**src/rtl/pc_reg_unit.sv**
```systemverilog
`default_nettype none
// pc_reg_unit: fetch-stage program counter with stall, redirect, exception
// entry/return (saved EPC), sticky double-fault flag and a terminal halt state.
module pc_reg_unit #(
   parameter int               WIDTH     = 16,
   parameter logic [WIDTH-1:0] RESET_VEC = WIDTH'(16'h0800),
   parameter logic [WIDTH-1:0] EXC_VEC   = WIDTH'(16'h0002),
   parameter int               INC       = 2
) (
   input  logic             clk,
   input  logic             rst,
   input  logic             stall,
   input  logic             redirect_valid,
   input  logic [WIDTH-1:0] redirect_pc,
   input  logic             exc_req,
   input  logic [WIDTH-1:0] exc_pc,
   input  logic             rti,
   input  logic             halt_req,
   output logic [WIDTH-1:0] pc,
   output logic [WIDTH-1:0] pc_seq,
   output logic [WIDTH-1:0] epc,
   output logic             in_exc,
   output logic             halted,
   output logic             double_fault
);

   localparam logic [WIDTH-1:0] INC_W = WIDTH'(INC);

   typedef enum logic [0:0] {
      ST_RUN  = 1'b0,
      ST_HALT = 1'b1
   } state_t;

   state_t state;

   // Truncation to WIDTH bits gives the required silent wrap-around.
   assign pc_seq = pc + INC_W;

   always_ff @(posedge clk) begin
      if (rst) begin
         state        <= ST_RUN;
         pc           <= RESET_VEC;
         epc          <= '0;
         in_exc       <= 1'b0;
         halted       <= 1'b0;
         double_fault <= 1'b0;
      end else if (state == ST_RUN) begin
         if (exc_req) begin
            pc <= EXC_VEC;
            if (!in_exc) begin
               epc    <= exc_pc;
               in_exc <= 1'b1;
            end else begin
               double_fault <= 1'b1;
            end
         end else if (rti && in_exc) begin
            pc     <= epc;
            in_exc <= 1'b0;
         end else if (redirect_valid) begin
            pc <= redirect_pc;
         end else if (halt_req) begin
            state  <= ST_HALT;
            halted <= 1'b1;
         end else if (!stall) begin
            pc <= pc_seq;
         end
      end
      // ST_HALT: everything holds until reset.
   end

endmodule
`default_nettype wire

```
**config.mk**
```make
export PLATFORM = sky130hd
export DESIGN_NAME = pc_reg_unit
export DESIGN_NICKNAME = d
export VERILOG_FILES = /design/src/rtl/pc_reg_unit.sv
export SDC_FILE = /design/constraint.sdc
export NUM_CORES = 1
export LEC_CHECK = 0
export CORE_MARGIN = 2
export CORE_UTILIZATION = 40
export CTS_CLUSTER_SIZE = 20
export DETAILED_ROUTE_END_ITERATION = 6
export MAX_ROUTING_LAYER = met4
export PLACE_DENSITY = 0.76
export SLEW_MARGIN = 40
export SYNTH_ARGS = -nofsm -noshare
export SYNTH_HDL_FRONTEND = slang
export SYNTH_SLANG_ARGS = --single-unit
```
**constraint.sdc**
```tcl
create_clock -name clk -period 2.1 [get_ports clk]
set_input_delay 0.42 -clock clk [delete_from_list [all_inputs] [get_ports clk]]
set_output_delay 0.42 -clock clk [all_outputs]
set_load 0.01 [all_outputs]
```
## Yosys cells after proc, flatten, opt, wreduce, memory -nomap -nowiden

Index checks and enable logic that the tools add are counted.

| cells by class | value |
|---|---|
| add/sub/neg operators | 1 |
| eq/ne operators | 2 |
| mux-type cells | 12 |
| bitwise gates (word level) | 5 |
| reduce and logical (&&, ||, !) cells | 7 |

Operators by type and width:

| kind | number |
|---|---|
| $mux 16 | 5 |
| $add 16x2->16 const B | 1 |
| $reduce_and 3->1 | 3 |
| $mux 1 | 7 |
| $not 1->1 | 5 |
| $reduce_and 5->1 | 1 |
| $ne 4x1->1 const B | 1 |
| $ne 4x3->1 const B | 1 |
| $reduce_and 2->1 | 1 |
| $reduce_bool 2->1 | 1 |
| $logic_and 1x1->1 | 1 |

| storage, ports and cells | value |
|---|---|
| register bits after elaboration | 36 |
| input port bits | 39 |
| logic and storage cells | 33 |

## Logic depth before layout (Yosys ltp)

| depth | value |
|---|---|
| depth after elaboration | 6 |
| gate-level depth with buffers | 7 |

## Worst setup path after synthesis

Ideal clock, no wire load.

| timing | value |
|---|---|
| path kind | register -> register |
| start point | reg pc[1] |
| end point | reg pc[13] |
| data arrival time | 1802 ps |
| slack | 210 ps |
| cell stages (with the launch flop) | 6 |
| path buffers | 0 |
| clock period less this slack | 1890 ps |
| cells stage by stage | dfxtp_1 > ha_1 > inv_1 > nor4_1 > mux2_2 > o32ai_2 |

| on the way | value |
|---|---|
| word-level cells in the longest chain between the ends | 6 |

RTL lines:

| element | RTL line | RTL |
|---|---|---|
| start: declaration | 19 | `output logic [WIDTH-1:0] pc,` |
| start signal: assignment | 57 | `pc <= epc;` |
| start signal: assignment | 60 | `pc <= redirect_pc;` |
| start signal: assignment | 65 | `pc <= pc_seq;` |
| $add 16x2->16 | 37 | `assign pc_seq = pc + INC_W;` |
| $mux 16 | 64 | `end else if (!stall) begin` |
| $mux 16 | 61 | `end else if (halt_req) begin` |
| $mux 16 | 59 | `end else if (redirect_valid) begin` |
| $mux 16 | 56 | `end else if (rti && in_exc) begin` |
| $mux 16 | 48 | `if (exc_req) begin` |

Every way passes these cells. The select of a mux whose other input is x is not followed.
A chain may end at the register's enable or synchronous reset.

## Worst setup path in the final report

| timing | value |
|---|---|
| start point | reg pc[5] |
| end point | out pc_seq[11] |

| on the way | value |
|---|---|
| word-level cells in the longest chain between the ends | 1 |

RTL lines:

| element | RTL line | RTL |
|---|---|---|
| $add 16x2->16 | 37 |  |
| end: declaration | 20 | `output logic [WIDTH-1:0] pc_seq,` |

Every way passes these cells.

==> run summary <==
result of the run -> finished clean
count of cells along the worst register-to-register path -> 7
final estimated routing congestion in global placement -> 0.904
Rel. slew slack -> 0.616
power density over the cells -> 499 nW/um2
number of global-route vias before repair -> 2335
maximum clock skew at final layout -> 12.5 ps
Initial Util -> 0.417
number of hold violations in the final report -> 0
final critical-path share of the clock period -> 0.985
vias per cell -> 5.43
die area -> 5950 um2
via count -> 2529
largest net degree at the start of global routing -> 37
number of inserted diodes -> 0
RR Startpoint -> pc[7]
total number of placement rows -> 26
dominant synthesized flop cell -> sky130_fd_sc_hd__dfxtp_1
final routed wirelength across all metal layers -> 7.39 mm
layout overhead on the synthesized area -> 69.1%
syn avg cell area -> 7.93 um2
first-pass GRT wire length -> 11.5 mm
initial drt markers -> 252
hold bufs inserted after CTS -> 0
io pins -> 90
worst r2r dst -> pc[14]
CTS buffer count -> 5
share of cells above drive strength 1 -> 0.273
post-detailed-route wirelength per cell -> 15.9 um
number of slew-limit violations in the final report -> 0
post-synthesis cell type with the largest combined area -> sky130_fd_sc_hd__dfxtp_1
Distinct cells, synth -> 47
setup repair after global routing missed its margin -> true
min cycle time layout -> 2070 ps
#FFs+latches synth -> 36
synth top area cells -> sky130_fd_sc_hd__dfxtp_1, sky130_fd_sc_hd__nand2_1, sky130_fd_sc_hd__a21oi_1, sky130_fd_sc_hd__o32ai_2, sky130_fd_sc_hd__nor2_1
Layout Utilization -> 0.704
clock tree sinks -> 36
all-layer global routing usage -> 0.246
VDD IR-drop max -> 0.446 mV
# setup viols final -> 0
Die Y-Extent -> 77.2 um
Worst setup endpoint -> pc_seq[11]
quantity of I/O buffers inserted on ports -> 89
count of flip-flops with a built-in enable after synthesis -> 0
H-tree depth -> 2
Worst Hold Launch -> epc[12]
portion of the post-synthesis area used by sequential elements -> 0.337
post-synth net total -> 310
maximum operating frequency -> 483 MHz
synthesized instance count -> 270
Worst Setup Slack, final -> 31.5 ps
DRC violation count after routing -> 0
GR Overflow Total -> 0
category of the worst setup path launch point -> flop
Async SR Flop Fraction -> 0
leading cell type by number of instances after synthesis -> sky130_fd_sc_hd__nand2_1
Leak Pwr -> 0.00149 uW
x dimension of the die -> 77.2 um
maximum buffer depth of the clock tree -> 2
NumNets Final -> 435
number of standard cells in the final layout excluding fillers -> 466
clk_lat worst skew -> 290 ps
post-synthesis instance area -> 2140 um2
Commonest cells post-synth -> sky130_fd_sc_hd__nand2_1, sky130_fd_sc_hd__dfxtp_1, sky130_fd_sc_hd__a21oi_1
post-detail-place hpwl -> 5.24 mm
number of routed nets with antenna violations -> 0
category of the critical setup timing path -> flop to primary output
minimum setup slack after placement -> -201 ps
clock slew seen by the registers of the worst setup and hold paths -> 70 ps
min-delay worst type -> flop to flop
Tightest Pin Transition -> 569 ps
CP endpoint kind -> primary output
Core Region -> 5140 um2
largest fanout of any net on the critical path -> 7
share of the synthesized area in the top cell type -> 0.337
worst reg2reg setup slack -> 190 ps
TritonCTS clock tree -> yes
count of TritonRoute iterations in the first routing pass -> 4
synthesis warning total -> 0
Crit path required time -> 1680 ps
Post-Route Setup TNS -> 0 ps
worst setup path start -> pc[5]
initial antenna violation count -> 0
number of placed cells counting well taps -> 451
max-capacitance violation count -> 0
CTS Root Cell -> sky130_fd_sc_hd__clkbuf_8
data arrival time of the critical path -> 1650 ps
[registers in the layout, indices dropped and copies added, names as in the netlist]
signal,flops
in_exc,1
epc,16
halted,1
pc,16
state,1
double_fault,1
[metrics by stage]
stage	power [uW]	hold WS, ps	area (um2)
finish	1810	472	3620
global route	1880	496	3620
CTS	1800	477	3550
detailed placement	1290	463	3370
floorplan	998	488	2140
global placement	1280	452	3370
[cell type report]
type                    count  area (um2)
fillers                   414        1520
multi-input cells         203        1400
repair buffers            142        1270
flip-flops and latches     36         742
clock buffers               8        90.1
well taps                  70        87.6
inverters                   7        26.3
[worst max-delay path: stages (launching register included)]
cell                      delay (ps)
sky130_fd_sc_hd__dfxtp_2         360
sky130_fd_sc_hd__nand4_4         130
sky130_fd_sc_hd__buf_6           170
sky130_fd_sc_hd__o31a_1          250
sky130_fd_sc_hd__or2_2           300
sky130_fd_sc_hd__buf_2           150
[cell usage in the layout, fill, tap and decap left out, drive strengths merged, types with 6 or more instances in the layout]
cell type       n
dfxtp          36
nor3            7
mux2            6
inv             7
clkbuf         11
clkdlybuf4s50  76
buf            57
nand3           7
nand2          44
o32ai           8
nor2           25
a21oi          32
xor2            6
nor2b           6
nor4b           9
nor4            6
[layer usage]
layer / track usage / wire length, um
met5: - / 0
met4: 0.0661 / 137
met3: 0.0435 / 627
met2: 0.407 / 3500
met1: 0.308 / 3120
[how the worst min path moves through the flow]
stage,depth (start not counted),end,slack (ps)
after global routing,2,epc[6],500
after global placement,2,double_fault,450
after floorplan,2,epc[10],490
after detailed placement,2,double_fault,460
after CTS,2,epc[12],480
final,2,epc[12],470
[repair_timing]
action / CTS / global route
setup buffers: 0 / 7
gates resized for setup: 49 / 21
pin swaps: 5 / 5
endpoints found under the setup margin: 13 / 8
[cells by family (layout without fill, tap and decap cells)]
kind of cell | Yosys count | after routing | share of synthesized area
AOI/OAI and AO/OA | 67 | 67 | 0.236
xor gates and xnor gates | 9 | 9 | 0.0368
adders and majority gates | 1 | 1 | 0.00584
buffers and inverters | 31 | 157 | 0.0625
DFF | 36 | 36 | 0.337
muxes | 7 | 7 | 0.0362
and+or+nand+nor | 119 | 119 | 0.286
[report_power, final]
group	switching (uW)	total, uW	internal (uW)
logic	247	537	290
registers	39.9	765	725
clock network	238	505	268
total	524	1810	1280
Note: power is estimated with default switching activity, not from simulation.
